File: src/rtl/ni_packetizer.sv
// ni_packetizer
//   Network-interface transmit side. Each local message (destination, length,
//   then `length` payload words) is turned into a head flit followed by body
//   flits, the last of which is marked as tail. A zero-length message becomes
//   a single head-only flit. The output is a registered valid/ready stream
//   that plugs straight into a router ingress port, and it sustains one flit
//   per cycle.
//
// Handshake rule (applies to msg_*, pld_* and flt_*): a transfer happens on a
// rising edge where valid and ready are both 1. A producer holding valid=1
// keeps its data stable until the transfer. Ready may depend combinationally
// on the downstream ready. Valid never depends on ready.
//
// Ports
//   clk        clock, rising edge
//   srst       synchronous reset, active low
//   msg_val    message header valid         msg_rdy  header accepted
//   msg_dst    destination node ID (4b)     msg_len  payload word count (8b)
//   pld_val    payload word valid           pld_rdy  payload word accepted
//   pld_dat    payload word (PORT_WIDTH-2)
//   flt_val    flit valid to router         flt_rdy  router ready
//   flt_dat    flit (PORT_WIDTH)
//   dbg_state  current FSM state (0 = IDLE, 1 = BODY)
//
// Flit layout (W = PORT_WIDTH)
//   [W-1:W-2] type: 01 head, 00 body, 10 tail, 11 head-only
//   head : [W-3:W-6] dst, [W-7:W-10] NODE_ID, [W-11:W-18] len,
//          [W-19:W-26] seq; all other bits 0
//   body : [W-3:0] payload word
module ni_packetizer #(
  parameter int PORT_WIDTH = 128,
  parameter int NODE_ID    = 0
) (
  input  logic                  clk,
  input  logic                  srst,
  input  logic                  msg_val,
  output logic                  msg_rdy,
  input  logic [3:0]            msg_dst,
  input  logic [7:0]            msg_len,
  input  logic                  pld_val,
  output logic                  pld_rdy,
  input  logic [PORT_WIDTH-3:0] pld_dat,
  output logic                  flt_val,
  input  logic                  flt_rdy,
  output logic [PORT_WIDTH-1:0] flt_dat,
  output logic                  dbg_state
);

  localparam int W = PORT_WIDTH;

  typedef enum logic {
    IDLE = 1'b0,
    BODY = 1'b1
  } state_t;

  state_t       state;
  logic [7:0]   rem;   // payload words still to be accepted in this packet
  logic [7:0]   seq;   // per-message sequence number, stamped into heads

  logic         slot_free;
  logic         msg_hs;
  logic         pld_hs;
  logic [W-1:0] head_flit;

  // The output register can take a new flit when it is empty or when its
  // current flit is leaving on this edge.
  assign slot_free = !flt_val || flt_rdy;

  // Gating with srst keeps both readies low during reset, so inputs on a
  // reset cycle never complete a handshake.
  assign msg_rdy = srst && (state == IDLE) && slot_free;
  assign pld_rdy = srst && (state == BODY) && slot_free;

  assign msg_hs = msg_val && msg_rdy;
  assign pld_hs = pld_val && pld_rdy;

  assign dbg_state = (state == BODY);

  always_comb begin
    head_flit              = '0;
    head_flit[W-1:W-2]     = (msg_len == 8'd0) ? 2'b11 : 2'b01;
    head_flit[W-3:W-6]     = msg_dst;
    head_flit[W-7:W-10]    = 4'(NODE_ID);
    head_flit[W-11:W-18]   = msg_len;
    head_flit[W-19:W-26]   = seq;
  end

  always_ff @(posedge clk) begin
    if (!srst) begin
      state   <= IDLE;
      rem     <= '0;
      seq     <= '0;
      flt_val <= 1'b0;
      flt_dat <= '0;
    end else begin
      if (msg_hs) begin
        flt_val <= 1'b1;
        flt_dat <= head_flit;
        seq     <= seq + 8'd1;
        if (msg_len != 8'd0) begin
          rem   <= msg_len;
          state <= BODY;
        end
      end else if (pld_hs) begin
        flt_val <= 1'b1;
        // rem==1 means this word is the last one of the packet.
        flt_dat <= {(rem == 8'd1) ? 2'b10 : 2'b00, pld_dat};
        rem     <= rem - 8'd1;
        if (rem == 8'd1) begin
          state <= IDLE;
        end
      end else if (slot_free) begin
        // Flit consumed (or none present) and nothing new: empty the slot.
        // flt_dat keeps its last value; only flt_val is meaningful.
        flt_val <= 1'b0;
      end
    end
  end

endmodule

File: config.mk
export PLATFORM = sky130hd
export DESIGN_NAME = ni_packetizer
export DESIGN_NICKNAME = d
export VERILOG_FILES = /design/src/rtl/ni_packetizer.sv
export SDC_FILE = /design/constraint.sdc
export NUM_CORES = 1
export LEC_CHECK = 0
export CORE_MARGIN = 1
export CORE_UTILIZATION = 43
export DETAILED_ROUTE_END_ITERATION = 12
export HOLD_SLACK_MARGIN = 0.05
export MAX_ROUTING_LAYER = met4
export PLACE_DENSITY = 0.85
export SLEW_MARGIN = 25
export SYNTH_ARGS = -nofsm -noshare
export SYNTH_HDL_FRONTEND = slang
export SYNTH_SLANG_ARGS = --single-unit
File: constraint.sdc
create_clock -name clk -period 2.7 [get_ports clk]
set_input_delay 0.54 -clock clk [delete_from_list [all_inputs] [get_ports clk]]
set_output_delay 0.54 -clock clk [all_outputs]
set_load 0.02 [all_outputs]
-- Yosys cells after proc, flatten, opt, wreduce, memory -nomap -nowiden
Cells that the tools add are included.
- $add $sub $neg: 2
- eq/ne operators: 2
- mux-type cells: 14
- bitwise operators: 2
- reduce and logical (&&, ||, !) cells: 16
- operators with widths (kind ; count):
    $mux W128 ; 2
    $mux W8 ; 3
    $add A8 B1 Y8 const B ; 1
    $eq A8 B1 Y1 const B ; 1
    $logic_not A8 Y1 ; 1
    $reduce_bool A8 Y1 ; 1
    $sub A8 B1 Y8 const B ; 1
    $mux W1 ; 7
    $logic_and A1 B1 Y1 ; 6
    $mux W2 ; 2
    $reduce_bool A2 Y1 ; 2
    $reduce_and A3 Y1 ; 1
    $reduce_bool A3 Y1 ; 1
    $ne A2 B1 Y1 const B ; 1
    $not A1 Y1 ; 2
    $reduce_and A2 Y1 ; 1
    $reduce_or A2 Y1 ; 1
    $logic_not A1 Y1 ; 1
    $logic_or A1 B1 Y1 ; 1
- register bits: 146
- input port bits: 143
- output and inout bits: 132
- logic and storage cells: 42

-- Logic depth before layout (Yosys ltp)
Gate-level depths: netlist of the first run.
- depth after elaboration: 6
- depth in mapped cells: 7
- gate-level depth less buffers: 5

-- Worst setup path before layout of the first run
No wires, ideal clock.
- path kind: input -> output
- start: input srst
- end: output msg_rdy
- data arrival time: 1.278 ns
- data required time: 2.160 ns
- path slack: 0.882 ns
- stages: 3
- buffers on the path: 1
- cell sequence: inv_2 -> clkbuf_1 -> nor3_1
- longest elaborated chain between the ends: 2
- ends and longest elaborated chain (item ; line ; text):
    from (decl) ; 35 ; input logic srst,
    $logic_and A1 B1 Y1 (2 in a row) ; 71 ; assign msg_rdy = srst && (state == IDLE) && slot_free;
    to (decl) ; 37 ; output logic msg_rdy,
Every way passes these cells.

-- Worst setup path in the final report of the first run
- start: input flt_rdy
- end: output msg_rdy
- longest elaborated chain between the ends: 2
- ends and longest elaborated chain (item ; line ; text):
    from (decl) ; 44 ; input logic flt_rdy,
    $logic_or A1 B1 Y1 ; 67 ; assign slot_free = !flt_val || flt_rdy;
    $logic_and A1 B1 Y1 ; 71 ;
Every way passes these cells.

==> metrics.txt, run 1 <==
Post-synth EDFFs=0; DRC=0; DRT iter0 DRCs=around 400; largest net degree at the start of global routing=54; WS Path Type=in -> out; Max Freq=0.397 GHz; Yosys top cell by area=dfxtp_1; routability cong.=just over 0.8; DP Worst Slack=~190 ps; most frequent cell after synthesis=nand2_1; sequential share of power=about two fifths; DRT Pass-1 Iters=5; Total GRT Usage=a little over a quarter; clock share of power=a little under half; Overflow after GRT=0; final WL=17,200 um; Antenna diodes=0; post-route ant nets=0; Synth Flop Type=dfxtp_1; hpwl dp=approximately 12,000 um; Worst EP arrival=just under 2000 ps; maximum VDD drop=about 0.47 mV; vias=5,691; Critical Path Start Type=input pin; area share of xor/xnor cells in the synthesized design=less than 1%; switching share of power=~22%; Synth area leaders=dfxtp_1, nand2_1, a21oi_1; CTS tree=built; CTS Buf Count=17; adder-cell share of the synthesized area=less than 1%; first-pass GRT wire length=~27,000 um; Routed WL per cell=between 15 and 20 um; Synth Area in Simple Gates=approximately 23%; Final Hold Viols=0; Post-Syn Instances=671; Crit. End Element=output pin; # H-tree levels=4; Design Area, Final=about 0.009 mm2; async set or reset register ratio after synthesis=0%; vias in the first global route=between 5,000 and 6,000; clk sink count=146; Die ar.=between 0.01 and 0.015 mm2; Clock Latency Late Sink=around 420 ps; CTS Hold Buffers Added=0; initial antenna violation count=0; cell types with the highest counts after synthesis=nand2_1, dfxtp_1, a21oi_1; slew margin rel.=between 60% and 70%; Ys Warns=0; post-CTS setup buffers=0; share of layout cells above drive strength 1=under 10%; internal power=roughly 4.3 mW; #FFs+latches synth=roughly 150; FF-to-FF Start=dbg_state$_SDFFE_PN0P_; worst reg2reg path endpoint=flt_dat[111]$_SDFFE_PN0P_; status=finished, final reports clean; I/O Buffers=~270; CP Capture Point=msg_rdy; Avg Vias per Cell=around 5; worst path required time=approximately 2200 ps; root buffer cell=clkbuf_16; Unique masters post-synth=46; endpoints failing setup=0; share of the synthesized area in the top cell type=between 50% and 60%; register area share after synthesis=between 50% and 60%; RSZ-0062 raised after global routing=no; core area=0.0122 mm2; PnR worst setup slack=approximately 180 ps; Rows=40; Fillers=919; Synth Area per Inst=slightly above 8 um2; Clock Path Buffers=2; Hold WC Path Type=reg -> reg; die height=about 110 um; clock slew at reported path FFs=~60 ps; Setup Skew=between 5 and 6 ps; Slew Viols, Final=0; post-layout min period=roughly 2500 ps; Psw=around 1.2 mW; Logic pwr share=roughly an eighth; Layout area overhead=65.8%; post_cts resized=0; Nets=between 1,000 and 1,500; # IOs=about 280; Placed Area=around 0.0084 mm2; maxcap violations=0; Static Leak=between 3 and 4 nW; reg2reg path depth=5; mux share of post-synthesis cell area=less than 1%; Tcrit/Tclk final=a little over 90%; WHS=between 400 and 500 ps; Max FO, Critical Path=2; Power Total=~5.5 mW; Inst Count DP=1,084; Die Wd=about 110 um; net count after synthesis=approximately 820; worst slew pin tran=505 ps; final core utilization=74.4%; r2r setup slk=between 900 and 1000 ps; Crit. Startpoint=flt_rdy; Starting Density=between 40% and 50%; setup total negative slack=0 ps; Post-Syn Area=between 0.005 and 0.006 mm2; Pwr per Cell Area=605 mW/mm2; post-route insts no fill=between 1,000 and 1,500; Compound-Gate Fraction of Synth Area=between 15 and 20%; main combinational cell family by area after synthesis=simple AND/OR/NAND/NOR gates
[sequential cells by signal (all words and copies together), names as in the netlist]
| name | flops |
|---|---|
| dbg_state | 1 |
| rem | 8 |
| flt_val | 1 |
| flt_dat | 128 |
| seq | 8 |
[worst min-delay path by stage]
stage / startpoint / to / slack (ps) / cells past startpoint
global route: flt_dat[14]$_SDFFE_PP0P_ / flt_dat[14]$_SDFFE_PP0P_ / 470 / 2
finish: flt_dat[87]$_SDFFE_PP0P_ / flt_dat[87]$_SDFFE_PP0P_ / 450 / 2
CTS: flt_dat[9]$_SDFFE_PP0P_ / flt_dat[9]$_SDFFE_PP0P_ / 450 / 2
detailed placement: flt_dat[14]$_SDFFE_PP0P_ / flt_dat[14]$_SDFFE_PP0P_ / 450 / 2
floorplan: seq[7]$_SDFFE_PN0P_ / flt_dat[109]$_SDFFE_PN0P_ / 440 / 2
global placement: flt_dat[78]$_SDFFE_PP0P_ / flt_dat[78]$_SDFFE_PP0P_ / 440 / 2
[power by group through the flow]
stage	Combinational (mW)	Sequential [mW]	Clock (mW)
floorplan	0.252	2.35	0
global placement	0.667	2.30	0
detailed placement	0.673	2.30	0
CTS	0.678	2.26	2.59
finish	0.679	2.26	2.55
global route	0.735	2.27	2.70
[area by class of cell]
cell class,count,area (um2),share of cell area (%)
repair buffers,294,2970,32.7
flip-flops and latches,146,2920,32.2
multi-input cells,473,2330,25.7
clock buffers,21,460,5.07
well taps,168,210,2.31
clock inverters,10,181,2.00
inverters,3,11.3,0.124
[worst max-delay path, cell delays in order]
cell,delay (ps)
clkdlybuf4s50_1,460
and2b_1,190
nor3_1,150
clkdlybuf4s50_1,630
[logic make-up after synthesis]
group	Yosys count
simple gates	298
compound gates	163
flops	146
buf+inv	52
xor+xnor	5
mux	4
fa+ha+maj	3
[placed cells by master, fill, tap and decap left out, drive strengths merged, types with 10 or more instances in the layout]
master,Yosys,final
a22oi,12,12
nand2,239,239
clkdlybuf4s50,0,274
nor2,15,15
clkbuf,11,21
buf,38,20
nand4,10,10
a21oi,124,124
dfxtp,146,146
[metal layers]
layer	up-vias	track usage [%]	share of wire [%]
li1	2797	-	-
met1	2600	30.5	40
met2	244	44.0	49
met3	50	7.49	6.9
met4	0	13.7	3.9
met5	-	-	0
(Power assumes the default switching activity.)
==> run 2: changes to the inputs <==
- CORE_UTILIZATION: 43 -> 40
- PLACE_DENSITY: 0.85 -> 0.8
- clock period: 2.7 -> 2.6 ns (I/O delays scaled with it)
==> run 2 against run 1 <==
Against the previous run:
- register-to-register slack lost 200 ps
- final area grew 0.52%
- clock-buffer cell count grew 2
- sequential share of layout area shrank 0.17 points
- combinational power grew 4.1%
- critical path type unchanged
- critical endpoint unchanged
- highest routed layer unchanged
==> metrics.txt, run 2 (same netlist as run 1, synthesis figures left out) <==
Endpoint, Worst Hold=flt_dat[53]$_SDFFE_PP0P_; DRT Pass-1 Iters=7; vias in the first global route=between 5,000 and 6,000; Overflow after GRT=0; first-pass GRT wire length=27,000 um; post-layout min period=about 2500 ps; CTS tree=built; Static Leak=between 3 and 4 nW; Most flops, register=flt_dat; Tcrit/Tclk final=95.3%; worst slew pin tran=between 600 and 700 ps; Max Freq=0.403 GHz; largest net degree at the start of global routing=approximately 60; Power Total=between 5 and 6 mW; Slew Viols, Final=0; Total GRT Usage=about a quarter; Worst EP arrival=1960 ps; Clock Latency Late Sink=~420 ps; status=finished, final reports clean; DRT iter0 DRCs=a little over 400; I/O Buffers=about 270; endpoints failing setup=0; DRC=0; clock share of power=48.1%; core area=approximately 0.013 mm2; CTS Buf Count=17; Pwr per Cell Area=644 mW/mm2; most common cell after layout, fill and taps aside=clkdlybuf4s50_1; die height=between 100 and 150 um; reg2reg path depth=4; Starting Density=roughly two fifths; Rows=between 40 and 50; Setup Skew=just under 9 ps; worst path required time=2080 ps; FF-to-FF Start=dbg_state$_SDFFE_PN0P_; r2r setup slk=760 ps; Crit. Startpoint=srst; hold path cells=2; Max FO, Critical Path=3; post-route ant nets=0; switching share of power=a little over a fifth; initial antenna violation count=0; slew margin rel.=a little over half; Antenna diodes=0; Psw=1.29 mW; Hold WC Path Type=reg -> reg; internal power=~4.6 mW; # IOs=between 200 and 300; CTS Hold Buffers Added=0; Routed WL per cell=roughly 15 um; maxcap violations=0; setup total negative slack=0 ps; WS Path Type=in -> out; Die ar.=between 0.01 and 0.015 mm2; Logic pwr share=a little under an eighth; # H-tree levels=4; final core utilization=a little under 70%; Clock Path Buffers=2; hold path startpoint=flt_dat[53]$_SDFFE_PP0P_; Layout area overhead=66.7%; Critical Path Start Type=input pin; worst reg2reg path endpoint=rem[2]$_SDFFE_PN0P_; Top Registers=flt_dat (128), rem (8), seq (8); vias=roughly 5,700; sequential share of power=39.9%; root buffer cell=clkbuf_16; share of layout cells above drive strength 1=6.12%; RSZ-0062 raised after global routing=no; Crit. End Element=output pin; hpwl dp=11,600 um; clock slew at reported path FFs=~60 ps; most frequent cells in the layout=clkdlybuf4s50_1, nand2_1, dfxtp_1, a21oi_1, clkbuf_16; maximum VDD drop=between 0.3 and 0.4 mV; post-CTS setup buffers=0; Avg Vias per Cell=just over 5; post_cts resized=0; final WL=~17,000 um; Final Hold Viols=0; routability cong.=approximately 0.84; Nets=1,080; Die Wd=roughly 120 um; max FFs per register=roughly 130; clk sink count=around 150
run 2: critical path, cell delays in order:
cell and delay [ps]:
clkdlybuf4s50_1 540, inv_2 80, nor3_1 180, clkdlybuf4s50_1 640
run 2: through the flow:
stage          setup slack (ps)  cells  hold WS [ps]  instance area, um2
6_report                    121   1123           450                9130
5_1_grt                    59.5   1123           468                9130
4_1_cts                     118   1123           453                9130
3_5_place_dp                137   1091           446                8450
3_3_place_gp                141   1091           441                8450
2_1_floorplan               822    671           444                5480
run 2: final cells by class:
class | count | area [um2]
fill | 1066 | 4160
clock buffer | 23 | 488
sequential | 146 | 2920
timing repair buffer | 293 | 2960
clock inverter | 9 | 199
tap | 176 | 220
multi-input combinational | 473 | 2330
inverter | 3 | 11.3
run 2: how the worst max path moves through the flow:
stage / depth (start not counted) / slack [ps] / to
2_1_floorplan: 3 / 820 / msg_rdy
3_3_place_gp: 4 / 140 / msg_rdy
3_5_place_dp: 4 / 140 / msg_rdy
4_1_cts: 4 / 120 / msg_rdy
5_1_grt: 4 / 60 / msg_rdy
6_report: 4 / 120 / msg_rdy
run 2: metal layers:
layer | vias to the layer above | GRT usage, % | routed length, um
met1 | 2681 | 29.9 | 7260
met4 | 0 | 10.5 | 450
met3 | 34 | 5.32 | 954
met2 | 202 | 39.5 | 8230
li1 | 2793 | - | -
met5 | - | - | 0
run 2: power groups by stage:
stage          clock (mW)  combinational [mW]  sequential (mW)
3_5_place_dp            0               0.701             2.39
3_3_place_gp            0               0.698             2.39
5_1_grt              2.95               0.764             2.35
2_1_floorplan           0               0.262             2.44
4_1_cts              2.86               0.707             2.35
6_report             2.83               0.707             2.35
==> run 3: changes to the inputs <==
--- a/config.mk
+++ b/config.mk
@@ -16,2 +16,3 @@
 export SYNTH_HDL_FRONTEND = slang
 export SYNTH_SLANG_ARGS = --single-unit
+export TNS_END_PERCENT = 10
==> constraint.sdc (replaced) <==
create_clock -name clk -period 2.6 [get_ports clk]
set_input_delay 0.52 -clock clk [delete_from_list [all_inputs] [get_ports clk]]
set_output_delay 0.52 -clock clk [all_outputs]
set_load 0.05 [all_outputs]
==> run 3 against run 2 <==
Against the previous run:
- sequential power hardly changed
- first-iteration DRC count decreased by 24%
- fmax increased by 1.9%
- critical endpoint unchanged
- largest power group unchanged
- highest routed layer unchanged
==> metrics.txt, run 3 (same netlist as run 1, synthesis figures left out) <==
Die ar.=0.0142 mm2; post-layout min period=2430 ps; delay-heaviest family, CP=buffers and inverters; Starting Density=approximately 41%; Setup Skew=about 11 ps; core area=approximately 0.013 mm2; CTS Buf Count=17; Power Total=5.87 mW; Static Leak=roughly 3.1 nW; post_cts resized=0; slew margin rel.=approximately three fifths; Max Freq=between 0.4 and 0.5 GHz; vias=5,630; I/O Buffers=between 200 and 300; Buf/Inv on CP=3; first-pass GRT wire length=27,000 um; DRT iter0 DRCs=313; Clock Path Buffers=2; post-route ant nets=0; worst path required time=around 2100 ps; Slew Viols, Final=0; Total GRT Usage=roughly 25%; r2r setup slk=about 860 ps; Design Area, Final=between 0.009 and 0.01 mm2; root buffer cell=clkbuf_16; Avg Vias per Cell=between 5 and 6; max FFs per register=~130; Logic pwr share=13.8%; post-CTS setup buffers=0; max incr delay on CP=690 ps; clk sink count=between 100 and 150; share of layout cells above drive strength 1=approximately 6.4%; largest net degree at the start of global routing=75; Nets=~1,100; Slowest-stage cell, CP=clkdlybuf4s50_1; clock slew at reported path FFs=50 ps; die height=119 um; maximum VDD drop=roughly 0.44 mV; Layout area overhead=66.5%; Top Registers=flt_dat (128), rem (8), seq (8); crit-path cells=clkdlybuf4s50_1, inv_2, nor3_1, buf_12; internal power=around 4.5 mW; Psw=between 1 and 1.5 mW; DRC=0; # H-tree levels=4; WS Path Type=in -> out; Tcrit/Tclk final=roughly 94%; Overflow after GRT=0; Routed WL per cell=around 15 um; Most flops, register=flt_dat; Die Wd=between 100 and 150 um; RSZ-0062 raised after global routing=no; Placed Area=between 0.008 and 0.009 mm2; DRT Pass-1 Iters=4; hpwl dp=about 12,000 um; Hold WC Path Type=reg -> reg; initial antenna violation count=0; final core utilization=approximately 69%; endpoints failing setup=0; Final Hold Viols=0; Clock Latency Late Sink=420 ps; routability cong.=0.875; Crit. End Element=output pin; # IOs=roughly 280; most frequent cells in the layout=clkdlybuf4s50_1, nand2_1, dfxtp_1, a21oi_1, clkbuf_16; Max FO, Critical Path=9; switching share of power=between 20% and 30%; CTS Hold Buffers Added=0; most common cell after layout, fill and taps aside=clkdlybuf4s50_1; Critical Path Start Type=input pin; clock share of power=a little under half; final WL=16,900 um; status=finished, final reports clean; setup total negative slack=0 ps; Worst EP arrival=1910 ps; Pwr per Cell Area=between 600 and 700 mW/mm2; Rows=between 40 and 50; Antenna diodes=0; sequential share of power=about two fifths; worst slew pin tran=571 ps; maxcap violations=0; vias in the first global route=between 5,000 and 6,000; CTS tree=built
## run 3: power by group through the flow
stage / clock network (mW) / registers, mW / logic, mW
detailed placement: 0 / 2.39 / 0.799
floorplan: 0 / 2.53 / 0.267
global route: 2.85 / 2.35 / 0.866
global placement: 0 / 2.39 / 0.796
finish: 2.71 / 2.35 / 0.809
CTS: 2.75 / 2.35 / 0.809
## run 3: final cells by class
cell class	instances	area [um2]
Clock buffer	23	488
Clock inverter	9	174
Fill cell	1082	4170
Inverter	3	11.3
Multi-Input combinational cell	473	2330
Sequential cell	146	2920
Tap cell	176	220
Timing Repair Buffer	294	2980
## run 3: per-layer routing
layer	global-route usage (%)	vias to the layer above	routed length, um
li1	-	2787	-
met1	28.3	2592	7070
met2	41.7	224	8330
met3	5.84	27	1190
met4	9.26	0	319
met5	-	-	0
## run 3: worst min-delay path: cells and delay by family, from the launching register on
family,cells,cell delay [ps]
DFF,1,300
and+or+nand+nor,1,50
AOI/OAI and AO/OA,1,50
## run 3: metrics by stage
stage                     hold WS [ps]  worst slack (ps)  cells
after floorplan                    444               226    671
after global placement             440               175   1092
after detailed placement           446               150   1092
after CTS                          453               163   1124
after global routing               465              83.6   1124
final                              452               167   1124
## run 3: worst paths after layout
path / end / cells after the start / startpoint
max: msg_rdy / 4 / srst
min: flt_dat[48]$_SDFFE_PP0P_ / 2 / flt_dat[48]$_SDFFE_PP0P_
max reg2reg: rem[6]$_SDFFE_PN0P_ / 4 / dbg_state$_SDFFE_PN0P_
min reg2reg: flt_dat[48]$_SDFFE_PP0P_ / 2 / flt_dat[48]$_SDFFE_PP0P_
